$ cat src/rtl/mem_arbiter_if.sv
// Bundle of cache-side request/response and MainMem-side command signals.
// The arbiter takes the slave view; the surrounding system takes the master view.
interface mem_arbiter_if #(
    parameter int ADDR_W = 32,
    parameter int DATA_W = 128
);
    logic              ic_read;
    logic [ADDR_W-1:0] ic_addr;
    logic [DATA_W-1:0] ic_rdata;
    logic              ic_ready;

    logic              dc_read;
    logic              dc_write;
    logic [ADDR_W-1:0] dc_addr;
    logic [DATA_W-1:0] dc_wdata;
    logic [DATA_W-1:0] dc_rdata;
    logic              dc_ready;

    logic              mem_oe;
    logic              mem_we;
    logic [ADDR_W-1:0] mem_addr;
    logic [DATA_W-1:0] mem_wdata;
    logic [DATA_W-1:0] mem_rdata;
    logic              mem_ready;

    logic              busy;
    logic              timeout_err;

    modport slave (
        input  ic_read, ic_addr,
        input  dc_read, dc_write, dc_addr, dc_wdata,
        input  mem_rdata, mem_ready,
        output ic_rdata, ic_ready,
        output dc_rdata, dc_ready,
        output mem_oe, mem_we, mem_addr, mem_wdata,
        output busy, timeout_err
    );

    modport master (
        output ic_read, ic_addr,
        output dc_read, dc_write, dc_addr, dc_wdata,
        output mem_rdata, mem_ready,
        input  ic_rdata, ic_ready,
        input  dc_rdata, dc_ready,
        input  mem_oe, mem_we, mem_addr, mem_wdata,
        input  busy, timeout_err
    );
endinterface

$ cat src/rtl/mem_arbiter.sv
// Round-robin arbiter sharing one MainMem port between icache and dcache,
// with registered command/response and a per-grant watchdog.
module mem_arbiter #(
    parameter int ADDR_W  = 32,
    parameter int DATA_W  = 128,
    parameter int TIMEOUT = 64
) (
    input  logic           clk,
    input  logic           reset,
    mem_arbiter_if.slave   bus
);
    localparam int CNT_W = $clog2(TIMEOUT + 1);

    localparam logic [1:0] IDLE     = 2'd0;
    localparam logic [1:0] GRANT_IC = 2'd1;
    localparam logic [1:0] GRANT_DC = 2'd2;
    localparam logic [1:0] RELEASE  = 2'd3;

    logic [1:0]        state_q, state_d;
    logic              last_dc_q, last_dc_d;
    logic [CNT_W-1:0]  cnt_q, cnt_d;
    logic              oe_q, oe_d;
    logic              we_q, we_d;
    logic [ADDR_W-1:0] addr_q, addr_d;
    logic [DATA_W-1:0] wdata_q, wdata_d;
    logic [DATA_W-1:0] ic_rdata_q, ic_rdata_d;
    logic [DATA_W-1:0] dc_rdata_q, dc_rdata_d;
    logic              ic_ready_q, ic_ready_d;
    logic              dc_ready_q, dc_ready_d;
    logic              tmo_q, tmo_d;

    logic ic_req;
    logic dc_req;
    logic pick_dc;
    logic done;
    logic expired;

    assign ic_req  = bus.ic_read;
    assign dc_req  = bus.dc_read | bus.dc_write;
    // On a tie the port that did not win last time goes first.
    assign pick_dc = dc_req & (~ic_req | ~last_dc_q);
    assign done    = bus.mem_ready;
    assign expired = ~bus.mem_ready & (cnt_q == CNT_W'(TIMEOUT - 1));

    always_comb begin
        state_d    = state_q;
        last_dc_d  = last_dc_q;
        cnt_d      = cnt_q;
        oe_d       = oe_q;
        we_d       = we_q;
        addr_d     = addr_q;
        wdata_d    = wdata_q;
        ic_rdata_d = ic_rdata_q;
        dc_rdata_d = dc_rdata_q;
        ic_ready_d = 1'b0;
        dc_ready_d = 1'b0;
        tmo_d      = tmo_q;

        unique case (state_q)
            IDLE: begin
                cnt_d = '0;
                if (ic_req | dc_req) begin
                    if (pick_dc) begin
                        state_d   = GRANT_DC;
                        last_dc_d = 1'b1;
                        addr_d    = bus.dc_addr;
                        wdata_d   = bus.dc_wdata;
                        we_d      = bus.dc_write;
                        oe_d      = ~bus.dc_write;
                    end else begin
                        state_d   = GRANT_IC;
                        last_dc_d = 1'b0;
                        addr_d    = bus.ic_addr;
                        we_d      = 1'b0;
                        oe_d      = 1'b1;
                    end
                end
            end
            GRANT_IC, GRANT_DC: begin
                if (done | expired) begin
                    state_d = RELEASE;
                    cnt_d   = '0;
                    oe_d    = 1'b0;
                    we_d    = 1'b0;
                    if (state_q == GRANT_IC) begin
                        ic_ready_d = 1'b1;
                        if (expired)
                            ic_rdata_d = '0;
                        else if (oe_q)
                            ic_rdata_d = bus.mem_rdata;
                    end else begin
                        dc_ready_d = 1'b1;
                        if (expired)
                            dc_rdata_d = '0;
                        else if (oe_q)
                            dc_rdata_d = bus.mem_rdata;
                    end
                    if (expired)
                        tmo_d = 1'b1;
                end else begin
                    cnt_d = cnt_q + 1'b1;
                end
            end
            RELEASE: begin
                state_d = IDLE;
            end
            default: begin
                state_d = IDLE;
            end
        endcase
    end

    always_ff @(posedge clk) begin
        if (reset) begin
            state_q    <= IDLE;
            last_dc_q  <= 1'b0;
            cnt_q      <= '0;
            oe_q       <= 1'b0;
            we_q       <= 1'b0;
            addr_q     <= '0;
            wdata_q    <= '0;
            ic_rdata_q <= '0;
            dc_rdata_q <= '0;
            ic_ready_q <= 1'b0;
            dc_ready_q <= 1'b0;
            tmo_q      <= 1'b0;
        end else begin
            state_q    <= state_d;
            last_dc_q  <= last_dc_d;
            cnt_q      <= cnt_d;
            oe_q       <= oe_d;
            we_q       <= we_d;
            addr_q     <= addr_d;
            wdata_q    <= wdata_d;
            ic_rdata_q <= ic_rdata_d;
            dc_rdata_q <= dc_rdata_d;
            ic_ready_q <= ic_ready_d;
            dc_ready_q <= dc_ready_d;
            tmo_q      <= tmo_d;
        end
    end

    assign bus.ic_rdata    = ic_rdata_q;
    assign bus.ic_ready    = ic_ready_q;
    assign bus.dc_rdata    = dc_rdata_q;
    assign bus.dc_ready    = dc_ready_q;
    assign bus.mem_oe      = oe_q;
    assign bus.mem_we      = we_q;
    assign bus.mem_addr    = addr_q;
    assign bus.mem_wdata   = wdata_q;
    assign bus.busy        = (state_q != IDLE);
    assign bus.timeout_err = tmo_q;
endmodule
$ cat src/flat_wrapper.sv
// flat-port wrapper written by rule: the top's interface ports become plain ports
module mem_arbiter_flat 
#(
    parameter int ADDR_W  = 32,
    parameter int DATA_W  = 128,
    parameter int TIMEOUT = 64
)
  (clk, reset, bus_ic_read, bus_ic_addr, bus_dc_read, bus_dc_write, bus_dc_addr, bus_dc_wdata, bus_mem_rdata, bus_mem_ready, bus_ic_rdata, bus_ic_ready, bus_dc_rdata, bus_dc_ready, bus_mem_oe, bus_mem_we, bus_mem_addr, bus_mem_wdata, bus_busy, bus_timeout_err);
  mem_arbiter_if #(.ADDR_W(ADDR_W), .DATA_W(DATA_W)) bus_i ();
  input  logic clk;
  input  logic reset;
  input wire logic [$bits(bus_i.ic_read)-1:0] bus_ic_read;
  input wire logic [$bits(bus_i.ic_addr)-1:0] bus_ic_addr;
  input wire logic [$bits(bus_i.dc_read)-1:0] bus_dc_read;
  input wire logic [$bits(bus_i.dc_write)-1:0] bus_dc_write;
  input wire logic [$bits(bus_i.dc_addr)-1:0] bus_dc_addr;
  input wire logic [$bits(bus_i.dc_wdata)-1:0] bus_dc_wdata;
  input wire logic [$bits(bus_i.mem_rdata)-1:0] bus_mem_rdata;
  input wire logic [$bits(bus_i.mem_ready)-1:0] bus_mem_ready;
  output wire logic [$bits(bus_i.ic_rdata)-1:0] bus_ic_rdata;
  output wire logic [$bits(bus_i.ic_ready)-1:0] bus_ic_ready;
  output wire logic [$bits(bus_i.dc_rdata)-1:0] bus_dc_rdata;
  output wire logic [$bits(bus_i.dc_ready)-1:0] bus_dc_ready;
  output wire logic [$bits(bus_i.mem_oe)-1:0] bus_mem_oe;
  output wire logic [$bits(bus_i.mem_we)-1:0] bus_mem_we;
  output wire logic [$bits(bus_i.mem_addr)-1:0] bus_mem_addr;
  output wire logic [$bits(bus_i.mem_wdata)-1:0] bus_mem_wdata;
  output wire logic [$bits(bus_i.busy)-1:0] bus_busy;
  output wire logic [$bits(bus_i.timeout_err)-1:0] bus_timeout_err;
  assign bus_i.ic_read = bus_ic_read;
  assign bus_i.ic_addr = bus_ic_addr;
  assign bus_i.dc_read = bus_dc_read;
  assign bus_i.dc_write = bus_dc_write;
  assign bus_i.dc_addr = bus_dc_addr;
  assign bus_i.dc_wdata = bus_dc_wdata;
  assign bus_i.mem_rdata = bus_mem_rdata;
  assign bus_i.mem_ready = bus_mem_ready;
  assign bus_ic_rdata = bus_i.ic_rdata;
  assign bus_ic_ready = bus_i.ic_ready;
  assign bus_dc_rdata = bus_i.dc_rdata;
  assign bus_dc_ready = bus_i.dc_ready;
  assign bus_mem_oe = bus_i.mem_oe;
  assign bus_mem_we = bus_i.mem_we;
  assign bus_mem_addr = bus_i.mem_addr;
  assign bus_mem_wdata = bus_i.mem_wdata;
  assign bus_busy = bus_i.busy;
  assign bus_timeout_err = bus_i.timeout_err;
  mem_arbiter #(.ADDR_W(ADDR_W), .DATA_W(DATA_W), .TIMEOUT(TIMEOUT)) u_core (.clk(clk), .reset(reset), .bus(bus_i));
endmodule
$ cat config.mk
export PLATFORM = sky130hd
export DESIGN_NAME = mem_arbiter_flat
export DESIGN_NICKNAME = d
export VERILOG_FILES = /design/src/rtl/mem_arbiter_if.sv /design/src/rtl/mem_arbiter.sv /design/src/flat_wrapper.sv
export SDC_FILE = /design/constraint.sdc
export NUM_CORES = 1
export LEC_CHECK = 0
export CORE_AREA = 5 5 285 287
export CTS_CLUSTER_DIAMETER = 100
export DETAILED_ROUTE_END_ITERATION = 6
export DIE_AREA = 0 0 290 292
export PLACE_DENSITY_LB_ADDON = 0.08
export SYNTH_ARGS = -nofsm -noshare
export SYNTH_HDL_FRONTEND = slang
export SYNTH_SLANG_ARGS = --single-unit
export TNS_END_PERCENT = 100
$ cat constraint.sdc
create_clock -name clk -period 1.75 [get_ports clk]
set_input_delay 0.175 -clock clk [delete_from_list [all_inputs] [get_ports clk]]
set_output_delay 0.175 -clock clk [all_outputs]
set_load 0.02 [all_outputs]
**Word level (Yosys, flattened, before mapping)**

Cells that the tools add are included.

- Output and inout bits: 422
- Register bits: 431
- Word-level logic and storage cells: 64
- Bits of input ports: 326

- Bitwise operators: 13
- Multiplexer cells: 19
- Eq/ne operators: 6
- Reductions and logical operators: 13
- Add/subtract/negate cells: 1

Operators with widths:

| operator | number |
|---|---|
| 128-bit two-way mux | 2 |
| 32-bit two-way mux | 1 |
| 7-bit case mux with 2 select lines | 1 |
| 3-bit AND reduction | 3 |
| 1-bit two-way mux | 8 |
| 4-bit AND reduction | 2 |
| 7-bit by 1-bit adder with 7-bit output, second input constant | 1 |
| 7-bit by 6-bit == test with 1-bit output, second input constant | 1 |
| 7-bit two-way mux | 1 |
| 1-bit inverter | 7 |
| 2-bit two-way mux | 3 |
| 2-bit case mux with 3 select lines | 1 |
| 2-bit nonzero test | 3 |
| 2-bit == test, second input constant | 2 |
| 2-bit by 1-bit inequality test with 1-bit output, second input constant | 2 |
| 1-bit OR | 4 |
| 1-bit case mux with 2 select lines | 2 |
| 2-bit AND reduction | 2 |
| 3-bit OR reduction | 1 |
| 1-bit AND | 2 |
| 2-bit by 1-bit == test with 1-bit output, second input constant | 1 |
| 2-bit logical NOT | 1 |
| 2-bit OR reduction | 1 |

**Depth between registers and ports, before layout**

Gate-level depths: netlist of run 1.

- Depth after elaboration: 6
- Mapped depth: 8

**Worst setup path after synthesis of run 1**

Ideal clock, no wire load.

- Path kind: register to register
- Start: register u_core.state_q[0]
- End: register u_core.ic_rdata_q[100] (netlist: u_core.bus.ic_rdata[100])
- Arrival time: 1.856 ns
- Cell stages (with the launch flop): 9
- Required time: 1.689 ns
- Path slack: -0.167 ns
- Period minus slack after synthesis: 1.917 ns
- Cells stage by stage: dfxtp_1 > inv_1 > ha_1 > clkbuf_1 > and2_1 > a21oi_2 > buf_2 > buf_2 > a32o_1

- Cells in the longest elaborated chain, start to end: 3
- Elaborated cells between the ends (all ways): 4
- Classes of those cells: 2 x eq/ne; 2 x reduce/logical

RTL lines:

| item | line | source |
|---|---|---|
| start: declaration | mem_arbiter.sv:19 | `logic [1:0] state_q, state_d;` |
| start signal: assignment | mem_arbiter.sv:128 | `state_q <= state_d;` |
| 2-bit == test or 2-bit by 1-bit == test with 1-bit output (tied branches) | mem_arbiter.sv:59, mem_arbiter.sv:85 |  |
| 2-bit OR reduction | mem_arbiter.sv:59 | `unique case (state_q)` |
| 4-bit AND reduction (no source line) * | n/a |  |
| end signal: assignment | mem_arbiter.sv:135 | `ic_rdata_q <= ic_rdata_d;` |
| end: declaration | mem_arbiter.sv:26 | `logic [DATA_W-1:0] ic_rdata_q, ic_rdata_d;` |

Every way passes the cells marked *; elsewhere a longest branch is shown, timed or not.
A chain may end at the register's enable or synchronous reset.

**Worst setup path after layout of run 1**

- Start: register u_core.cnt_q[0]
- End: register u_core.ic_rdata_q[112] (netlist: u_core.bus.ic_rdata[112])

- Cells in the longest elaborated chain, start to end: 4
- Elaborated cells between the ends (all ways): 6
- Classes of those cells: 1 x eq/ne; 1 x mux; 2 x bitwise; 2 x reduce/logical

RTL lines:

| item | line | source |
|---|---|---|
| start: declaration | mem_arbiter.sv:21 | `logic [CNT_W-1:0] cnt_q, cnt_d;` |
| start signal: assignment | mem_arbiter.sv:130 | `cnt_q <= cnt_d;` |
| 7-bit by 6-bit == test with 1-bit output * | mem_arbiter.sv:43 | `assign expired = ~bus.mem_ready & (cnt_q == CNT_W'(TIMEOUT - 1));` |
| 1-bit AND * | mem_arbiter.sv:43 |  |
| 2-bit nonzero test (no source line) or 1-bit OR (tied branches) | n/a |  |
| 4-bit AND reduction (no source line) | n/a |  |

Marked as above.

==> flow_metrics.env, run 1 <==
export IMPL_synth_edff_count=0
export IMPL_drv_cap=0
export IMPL_fin_skew_ps=38.6
export IMPL_die_height_um=292
export IMPL_synth_xor_area_share_pct=0.120
export IMPL_final_nets=2525
export IMPL_clockBufferDepth=3
export IMPL_violations="setup timing"
export IMPL_portBuffers=747
export IMPL_netlist_top_cells_area="dfxtp_1, a32o_1, nand2_1"
export IMPL_area_growth_synth_to_final_pct=81.8
export IMPL_overflow=0
export IMPL_gp_congestion=0.783
export IMPL_tightest_slew_ps=602
export IMPL_ys_warn_count=0
export IMPL_power_leakage_nw=11.8
export IMPL_seq_area_frac_synth_pct=59.2
export IMPL_cts_made_buffers=53
export IMPL_p_int_mw=22.7
export IMPL_cts_hold_buf=0
export IMPL_p_sw_share_pct=35.7
export IMPL_drt_iter0_drc=677
export IMPL_fin_area_sq_um=26500
export IMPL_grt_pass1_vias=14860
export IMPL_r2r_cells=10
export IMPL_critPathLaunchType="register"
export IMPL_cp_num_cells=10
export IMPL_synth_top_area_share_pct=59.2
export IMPL_p_seq_share_pct=33.4
export IMPL_setup_viol=141
export IMPL_cts_root_buf="clkbuf_16"
export IMPL_placed_cells=3139
export IMPL_end_kind="register"
export IMPL_fin_ws_ps=-153
export IMPL_crit_required_ps=2240
export IMPL_final_hold_violation_count=0
export IMPL_ys_ff_latch=431
export IMPL_path_buf_inv=5
export IMPL_netlist_instances=1394
export IMPL_post_route_period_util_pct=109
export IMPL_die_area_sq_um=84700
export IMPL_clk_latency_ps=610
export IMPL_synth_commonest_cells="dfxtp_1, nand2_1, a32o_1, a21oi_1, clkbuf_1"
export IMPL_max_freq_mhz=525
export IMPL_p_sw_mw=12.6
export IMPL_multi_input_area_sq_um=5520
export IMPL_async_reset_ff_share_pct=0
export IMPL_peakVddDrop_uv=972
export IMPL_rsz0062_at_grt="true"
export IMPL_seq_area_sq_um=8640
export IMPL_fp_dieW_um=290
export IMPL_htree_num_levels=2
export IMPL_synthFlopType="dfxtp_1"
export IMPL_path_cells="ha_4 -> nand3_4 -> o41ai_4 -> buf_4 -> a21oi_4 -> buf_6 -> buf_12 -> buf_12 -> buf_16 -> a32o_1"
export IMPL_placed_area_sq_um=24000
export IMPL_grt_first_pass_wirelength_um=110000
export IMPL_path_common_cell="buf_12"
export IMPL_drt_first_pass_iters=4
export IMPL_syn_mean_instance_area_sq_um=10.5
export IMPL_route_detailed_drc=0
export IMPL_floorplan_rows=103
export IMPL_boundaryPins=748
export IMPL_synthAdderAreaFrac_pct=0.429
export IMPL_slew_headroom_pct=59.9
export IMPL_post_place_ws_ps=-425
export IMPL_synth_compound_area_share_pct=24.7
export IMPL_synth_top_family_by_area="compound AO/OA/AOI/OAI gates"
export IMPL_clock_power_share_pct=31.5
export IMPL_critPathTopFamily="buffers and inverters"
export IMPL_crit_path_top_delay_cell="dfxtp_2"
export IMPL_synth_mux_area_share_pct=2.40
export IMPL_crit_type="reg2reg"
export IMPL_routed_wl_um=79100
export IMPL_final_cells=3291
export IMPL_cp_arrival_ps=2390
export IMPL_synth_cell_types=34
export IMPL_pwr_density_cell_nw_per_um2=1330
export IMPL_nFillCells=8186
export IMPL_antenna_left=0
export IMPL_start_util_pct=18.6
export IMPL_vias=14444
export IMPL_clkTransAtPathRegs_ps=60
export IMPL_cpPeakStageDelay_ps=350
export IMPL_finalPower_mw=35.3
export IMPL_min_period_ps=1900
export IMPL_cts_tree="built"
export IMPL_drv_slew=0
export IMPL_grt_antenna_before_repair=16
export IMPL_place_hpwl_um=56000
export IMPL_cts_sinks=431
export IMPL_synth_area_sq_um=14600
export IMPL_grt_max_degree=121
export IMPL_status="finished with violations"
export IMPL_core_sq_um=78400
export IMPL_synth_nets=1725
export IMPL_hold_depth=3
export IMPL_avgRoutedWirePerCell_um=24.0
export IMPL_via_per_inst=4.39
export IMPL_grt_use_total_pct=17.3
export IMPL_yosys_area_share_simple_pct=9.14
export IMPL_cp_max_fo=6
export IMPL_yosys_area_top_type="dfxtp_1"
export IMPL_synth_most_common_cell="dfxtp_1"
export IMPL_drive_above_1_share_pct=11.2
export IMPL_hold_class="in2reg"
export IMPL_comb_power_share_pct=35.0
==> layer usage <==
metal,up-vias,global-route usage [%],wire (um)
met5,-,0.277,98
met4,14,6.28,2750
met3,125,7.18,6990
met2,503,30.1,39200
met1,6970,18.8,30000
li1,6832,-,-
==> final timing paths <==
check | endpoint | from | slack [ps]
hold reg to reg | u_core.bus.mem_wdata[32]$_SDFFE_PP0P_ | u_core.bus.mem_wdata[32]$_SDFFE_PP0P_ | 450
setup reg to reg | u_core.bus.ic_rdata[112]$_SDFFE_PP0P_ | u_core.cnt_q[0]$_SDFFE_PP0N_ | -150
setup / recovery | u_core.bus.ic_rdata[112]$_SDFFE_PP0P_ | u_core.cnt_q[0]$_SDFFE_PP0N_ | -150
hold / removal | u_core.bus.timeout_err$_SDFFE_PP0P_ | reset | 100
==> registers in the layout, summed over array words and instances (netlist names) <==
| name | count |
|---|---|
| u_core.bus.dc_rdata | 128 |
| u_core.bus.ic_rdata | 128 |
| u_core.bus.mem_wdata | 128 |
| u_core.bus.mem_addr | 32 |
| u_core.cnt_q | 7 |
| u_core.state_q | 2 |
| u_core.bus.dc_ready | 1 |
| u_core.bus.ic_ready | 1 |
| u_core.bus.mem_oe | 1 |
| u_core.bus.mem_we | 1 |
| u_core.bus.timeout_err | 1 |
| u_core.last_dc_q | 1 |
==> tightest hold or removal path, stage by stage <==
cell    delay (ps)
buf_6          140
buf_12         200
nor2_1         120
==> placed cells by master, fill, tap and decap left out, drive strengths merged, types with 7 or more instances in the layout <==
master,synthesis,final
a211oi,36,36
a21oi,138,138
a32o,254,254
buf,40,132
clkbuf,101,86
clkdlybuf4s50,0,328
clkinv,0,10
dfxtp,431,431
diode,0,8
dlygate4sd2,0,408
dlymetal6s2s,0,9
inv,5,7
mux2i,35,35
nand2,267,267
nor2,42,42
==> logic make-up after synthesis <==
family	after synthesis
AOI/OAI and AO/OA	438
xor gates and xnor gates	2
adders and majority gates	5
buffers and inverters	146
DFF	431
muxes	35
and+or+nand+nor	337
==> through the flow <==
stage          util (%)  TNS (ps)  hold WS (ps)
6_report           33.8     -8950          95.3
5_1_grt            33.8    -28910          63.4
4_1_cts            33.6    -18510          40.9
3_5_place_dp       30.6    -80020           446
3_3_place_gp       30.6    -81890           441
2_1_floorplan         -     -2210           311
==> power groups by stage <==
| stage | registers (mW) | logic, mW | clock network, mW |
|---|---|---|---|
| 2_1_floorplan | 13.6 | 4.32 | 0 |
| 3_3_place_gp | 12.0 | 12.4 | 0 |
| 3_5_place_dp | 12.1 | 12.4 | 0 |
| 4_1_cts | 11.8 | 12.2 | 11.6 |
| 5_1_grt | 12.0 | 13.3 | 12.0 |
| 6_report | 11.8 | 12.4 | 11.1 |
==> timing repair <==
action | in CTS | in global routing
endpoints found under the setup margin | 663 | 274
endpoints found under the hold margin | 0 | 0
resized for setup | 473 | 45
buffers inserted | 20 | 4
gates cloned | 25 | 12
pin swaps | 6 | 9
==> area by class of cell <==
type / instances / share of cell area (%)
Timing Repair Buffer: 886 / 34.9
Clock buffer: 77 / 5.79
Clock inverter: 17 / 0.821
Inverter: 5 / 0.0802
Multi-Input combinational cell: 817 / 20.8
Tap cell: 1050 / 4.95
Antenna cell: 8 / 0.0755
Sequential cell: 431 / 32.6
No activity file was read; power rests on OpenSTA's default activity.
==> run 2, diff against run 1 <==
Settings changed: ABC_AREA set to 1, CORE_AREA 5 5 285 287 to 5 5 290 292, DIE_AREA 0 0 290 292 to 0 0 295 297, GPL_ROUTABILITY_DRIVEN set to 0.
==> run 2 against run 1 <==
Against the previous run: the flow still finishes with violations (setup timing); core utilization grew 2.9 points; setup slack better by 140 ps; wire length increased by 5.2%; worst hold slack gained 73 ps; final cell count up 41%; clock power is essentially flat; critical endpoint is now u_core.bus.dc_rdata[13]$_SDFFE_PP0P_; sequential cell count is the same; largest power group unchanged; clock skew down 23 ps.
==> flow_metrics.env, run 2 <==
export IMPL_grt_first_pass_wirelength_um=118000
export IMPL_final_nets=3853
export IMPL_drive_above_1_share_pct=9.33
export IMPL_drt_first_pass_iters=4
export IMPL_routed_wl_um=83200
export IMPL_yosys_area_top_type="dfxtp_1"
export IMPL_slew_headroom_pct=65.6
export IMPL_grt_max_degree=96
export IMPL_final_cell_mix="nand2_1, nor2_1, inv_1, dfxtp_1, dlygate4sd2_1"
export IMPL_async_reset_ff_share_pct=0
export IMPL_drv_slew=0
export IMPL_whs_endpoint="u_core.bus.mem_wdata[115]$_SDFFE_PP0P_"
export IMPL_antenna_left=0
export IMPL_grt_use_total_pct=17.2
export IMPL_overflow=0
export IMPL_cp_max_fo=8
export IMPL_clk_latency_ps=580
export IMPL_power_leakage_nw=15.8
export IMPL_die_height_um=297
export IMPL_multi_input_area_sq_um=7670
export IMPL_htree_num_levels=2
export IMPL_synthFlopType="dfxtp_1"
export IMPL_synth_commonest_cells="nand2_1, nor2_1, inv_1, dfxtp_1, a21oi_1"
export IMPL_boundaryPins=748
export IMPL_drt_iter0_drc=808
export IMPL_fin_skew_ps=15.1
export IMPL_crit_required_ps=2220
export IMPL_netlist_instances=2774
export IMPL_nFillCells=8656
export IMPL_synth_cell_types=26
export IMPL_cts_sinks=431
export IMPL_start_util_pct=22.7
export IMPL_violations="setup timing"
export IMPL_end_kind="register"
export IMPL_die_area_sq_um=87600
export IMPL_cp_arrival_ps=2230
export IMPL_syn_mean_instance_area_sq_um=6.64
export IMPL_regToRegEndpoint="u_core.bus.dc_rdata[13]$_SDFFE_PP0P_"
export IMPL_ys_warn_count=0
export IMPL_vias=18987
export IMPL_rsz0062_at_grt="true"
export IMPL_critPathLaunchType="register"
export IMPL_drv_cap=0
export IMPL_setup_viol=4
export IMPL_fp_dieW_um=295
export IMPL_floorplan_rows=105
export IMPL_synth_nets=3105
export IMPL_core_sq_um=81300
export IMPL_hold_depth=3
export IMPL_cts_made_buffers=54
export IMPL_seq_area_sq_um=8630
export IMPL_cts_tree="built"
export IMPL_area_growth_synth_to_final_pct=62.3
export IMPL_clkTransAtPathRegs_ps=60
export IMPL_min_period_ps=1760
export IMPL_r2r_start="u_core.state_q[0]$_SDFFE_PP0P_"
export IMPL_reg2reg_slack_ps=-9
export IMPL_r2r_cells=8
export IMPL_synth_edff_count=0
export IMPL_grt_pass1_vias=18919
export IMPL_tightest_slew_ps=517
export IMPL_seq_area_frac_synth_pct=46.8
export IMPL_finalPower_mw=41.3
export IMPL_placed_cells=4500
export IMPL_synth_area_sq_um=18400
export IMPL_clockBufferDepth=3
export IMPL_grt_antenna_before_repair=4
export IMPL_synth_most_common_cell="nand2_1"
export IMPL_finalSetupTns_ps=-22.0
export IMPL_synth_top_area_share_pct=46.8
export IMPL_final_hold_violation_count=0
export IMPL_hold_class="in2reg"
export IMPL_ys_ff_latch=431
export IMPL_peakVddDrop_uv=610
export IMPL_avgRoutedWirePerCell_um=18.0
export IMPL_pwr_density_cell_nw_per_um2=1380
export IMPL_max_freq_mhz=569
export IMPL_crit_type="reg2reg"
export IMPL_netlist_top_cells_area="dfxtp_1, nand2_1, nor2_1"
export IMPL_final_common_cell="nand2_1"
export IMPL_hp_start="bus_dc_wdata[115]"
export IMPL_fin_ws_ps=-8.56
export IMPL_cts_root_buf="clkbuf_16"
export IMPL_route_detailed_drc=0
export IMPL_via_per_inst=4.10
export IMPL_final_cells=4633
export IMPL_place_hpwl_um=60200
export IMPL_post_route_period_util_pct=100
export IMPL_final_util_pct=36.8
export IMPL_status="finished with violations"
export IMPL_portBuffers=747
-- run 2: cell types whose count changed after synthesis, sizes merged, moves of 29 or more --
cell / change
buf: +64
a21oi: +29
a32o: -254
inv: +430
o21ai: +34
nand3: +129
clkbuf: -31
nor2: +510
nand2: +517
a211oi: -36
mux2i: -35
o21bai: +38
-- run 2: power breakdown --
part,switching [mW],leakage (nW),internal (mW)
sequential,1.05,3.52,11.8
clock,4.46,0.890,6.82
combinational,10.3,11.4,6.81
total,15.8,15.8,25.5
-- run 2: kinds of logic (layout without fill, tap and decap cells) --
logic type	after synthesis	in the layout	share of synthesized area, %
xor+xnor	2	2	0.0951
other cells	0	3	0
flops	431	431	46.8
simple gates	1482	1482	31.5
compound gates	244	244	7.17
fa+ha+maj	5	5	0.339
buf+inv	610	1396	14.1
-- run 2: repair_timing --
action,in CTS,in global routing
setup endpoints to repair,590,198
resized for setup,421,156
hold buffers,1,0
setup buffers,2,14
pin swaps,1,36
cloned,1,18
endpoints found under the hold margin,2,0
-- run 2: layout make-up --
class	count	share of cell area, %
tap	1070	4.48
multi-input combinational	1733	25.6
clock inverter	10	0.280
inverter	436	5.50
sequential	431	28.9
antenna	3	0.0251
timing repair buffer	866	29.5
clock buffer	84	5.74
-- run 2: stage by stage --
stage / setup slack, ps / hold slack [ps] / instance area (sq um)
2_1_floorplan: 203 / 340 / 18400
3_3_place_gp: -95.9 / 438 / 27400
3_5_place_dp: -139 / 433 / 27400
4_1_cts: -138 / 111 / 28800
5_1_grt: -101 / 134 / 29900
6_report: -8.56 / 168 / 29900
-- run 2: worst max path at each step --
stage	depth (start not counted)	endpoint	slack, ps	startpoint
2_1_floorplan	6	bus_busy	200	u_core.state_q[0]$_SDFFE_PP0P_
3_3_place_gp	10	u_core.bus.ic_rdata[81]$_SDFFE_PP0P_	-100	u_core.cnt_q[0]$_SDFFE_PP0N_
3_5_place_dp	10	u_core.bus.dc_rdata[91]$_SDFFE_PP0P_	-140	u_core.cnt_q[0]$_SDFFE_PP0N_
4_1_cts	4	bus_busy	-140	u_core.state_q[0]$_SDFFE_PP0P_
5_1_grt	12	u_core.bus.dc_rdata[89]$_SDFFE_PP0P_	-100	u_core.cnt_q[1]$_SDFFE_PP0N_
6_report	8	u_core.bus.dc_rdata[13]$_SDFFE_PP0P_	-9	u_core.state_q[0]$_SDFFE_PP0P_
-- run 2: per-layer routing --
metal,vias up,GRT usage (%),share of wire (%)
met3,85,6.09,8.3
met5,-,0,0.025
met2,526,30.6,49
met1,8653,20.0,41
li1,9719,-,-
met4,4,3.65,1.9
-- run 2: critical path, stage by stage, from the launching register on --
cell,delay [ps]
dfxtp_2,380
inv_1,90
ha_4,340
nand4_4,140
buf_6,160
buf_12,150
buf_16,160
o21bai_1,150
nor2_1,50
==> run 3, diff against run 2 <==
Clock period 1.75 ns to 1.56 ns, I/O delays scaled along.
==> run 3 against run 2 <==
Against the previous run: the flow still finishes with violations (setup timing); sequential power up 12%; fmax down 1.2%; register-to-register slack worse by 210 ps; largest power group unchanged.
==> flow_metrics.env, run 3 (synthesis results as in run 2) <==
export IMPL_violations="setup timing"
export IMPL_path_buf_inv=5
export IMPL_final_hold_violation_count=0
export IMPL_peakVddDrop_uv=920
export IMPL_clk_latency_ps=590
export IMPL_fin_skew_ps=21.0
export IMPL_antenna_left=0
export IMPL_placed_area_sq_um=27700
export IMPL_final_nets=3896
export IMPL_crit_required_ps=2080
export IMPL_hold_slack_ps=141
export IMPL_avgRoutedWirePerCell_um=17.9
export IMPL_cp_max_fo=8
export IMPL_cts_tree="built"
export IMPL_boundaryPins=748
export IMPL_power_leakage_nw=15.9
export IMPL_setup_worst_path_start="u_core.cnt_q[0]$_SDFFE_PP0N_"
export IMPL_placed_cells=4527
export IMPL_clockBufferDepth=3
export IMPL_area_growth_synth_to_final_pct=68.3
export IMPL_post_route_period_util_pct=114
export IMPL_slew_headroom_pct=63.1
export IMPL_drv_slew=0
export IMPL_place_hpwl_um=59900
export IMPL_final_common_cell="nand2_1"
export IMPL_drt_iter0_drc=709
export IMPL_vias=19203
export IMPL_drive_above_1_share_pct=14.0
export IMPL_core_sq_um=81300
export IMPL_cts_sinks=431
export IMPL_grt_pass1_vias=19333
export IMPL_floorplan_rows=105
export IMPL_overflow=0
export IMPL_via_per_inst=4.10
export IMPL_min_period_ps=1780
export IMPL_hold_class="in2reg"
export IMPL_path_cells="ha_4 -> inv_2 -> nor2_4 -> nand2_2 -> nand2_4 -> buf_6 -> nand4_4 -> buf_12 -> buf_12 -> clkbuf_16 -> nand2_2 -> nand2_1 -> nor2_1"
export IMPL_r2r_start="u_core.cnt_q[0]$_SDFFE_PP0N_"
export IMPL_max_freq_mhz=562
export IMPL_routed_wl_um=83700
export IMPL_drv_cap=0
export IMPL_final_cell_mix="nand2_1, nor2_1, dfxtp_1"
export IMPL_cp_arrival_ps=2300
export IMPL_grt_max_degree=97
export IMPL_cts_made_buffers=56
export IMPL_fp_dieW_um=295
export IMPL_fin_ws_ps=-221
export IMPL_rsz0062_at_grt="true"
export IMPL_critPathLaunchType="register"
export IMPL_grt_first_pass_wirelength_um=122000
export IMPL_cpPeakStageDelay_ps=350
export IMPL_fin_area_sq_um=31000
export IMPL_drt_first_pass_iters=5
export IMPL_status="finished with violations"
export IMPL_die_area_sq_um=87600
export IMPL_crit_path_top_delay_cell="dfxtp_2"
export IMPL_end_kind="register"
export IMPL_final_cells=4681
export IMPL_portBuffers=747
export IMPL_crit_type="reg2reg"
export IMPL_htree_num_levels=2
export IMPL_grt_use_total_pct=17.9
export IMPL_die_height_um=297
export IMPL_finalPower_mw=46.7
export IMPL_tightest_slew_ps=554
export IMPL_route_detailed_drc=0
export IMPL_grt_antenna_before_repair=11
export IMPL_pwr_density_cell_nw_per_um2=1500
export IMPL_cts_root_buf="clkbuf_16"
export IMPL_clkTransAtPathRegs_ps=60
export IMPL_critPathTopFamily="buffers and inverters"
export IMPL_hp_start="bus_dc_wdata[103]"
export IMPL_start_util_pct=22.7
export IMPL_setup_viol=254
## run 3: repair_timing
action | 4_1_cts | 5_1_grt
setup endpoints to repair | 684 | 408
hold buffers | 1 | 0
cloned | 22 | 10
buffers inserted | 18 | 19
gates resized for setup | 604 | 251
pin swaps | 22 | 77
endpoints found under the hold margin | 9 | 0
## run 3: metrics by stage
stage / TNS (ps) / setup slack [ps] / util [%]
after floorplan: 0 / 32.0 / -
after global placement: -70590 / -240 / 34.0
after detailed placement: -75600 / -258 / 34.0
after CTS: -31840 / -234 / 37.2
after global routing: -54060 / -323 / 38.1
final: -27140 / -221 / 38.1
## run 3: final cells by class
cell class                      instances  area [sq um]
Sequential cell                       431          8630
Tap cell                             1070          1340
Inverter                              436          1640
Fill cell                            8643         50300
Multi-Input combinational cell       1733          8140
Antenna cell                            6          15.0
Clock inverter                          8          96.3
Timing Repair Buffer                  907          9480
Clock buffer                           90          1680
## run 3: path summary, 6_finish.rpt
check	to	slack [ps]	cells after the start
max	u_core.bus.dc_rdata[120]$_SDFFE_PP0P_	-220	13
min	u_core.bus.mem_wdata[103]$_SDFFE_PP0P_	140	3
max reg2reg	u_core.bus.dc_rdata[120]$_SDFFE_PP0P_	-220	13
min reg2reg	u_core.bus.mem_wdata[122]$_SDFFE_PP0P_	460	2
## run 3: where the power goes
part | internal, mW | switching [mW]
Combinational | 7.91 | 11.7
Sequential | 13.3 | 1.18
Clock | 7.61 | 5.01
Total | 28.8 | 17.9
## run 3: layer usage
| layer | up-vias | part of all wire (%) | track usage, % |
|---|---|---|---|
| li1 | 9807 | - | - |
| met1 | 8778 | 39 | 20.5 |
| met2 | 514 | 49 | 31.4 |
| met3 | 94 | 9.2 | 7.01 |
| met4 | 10 | 1.9 | 4.04 |
| met5 | - | 0.090 | 0 |
## run 3: worst min-delay path: cells and delay by family
kind	cells	cell delay [ps]
compound gates	1	60
buf+inv	1	390
simple gates	1	70
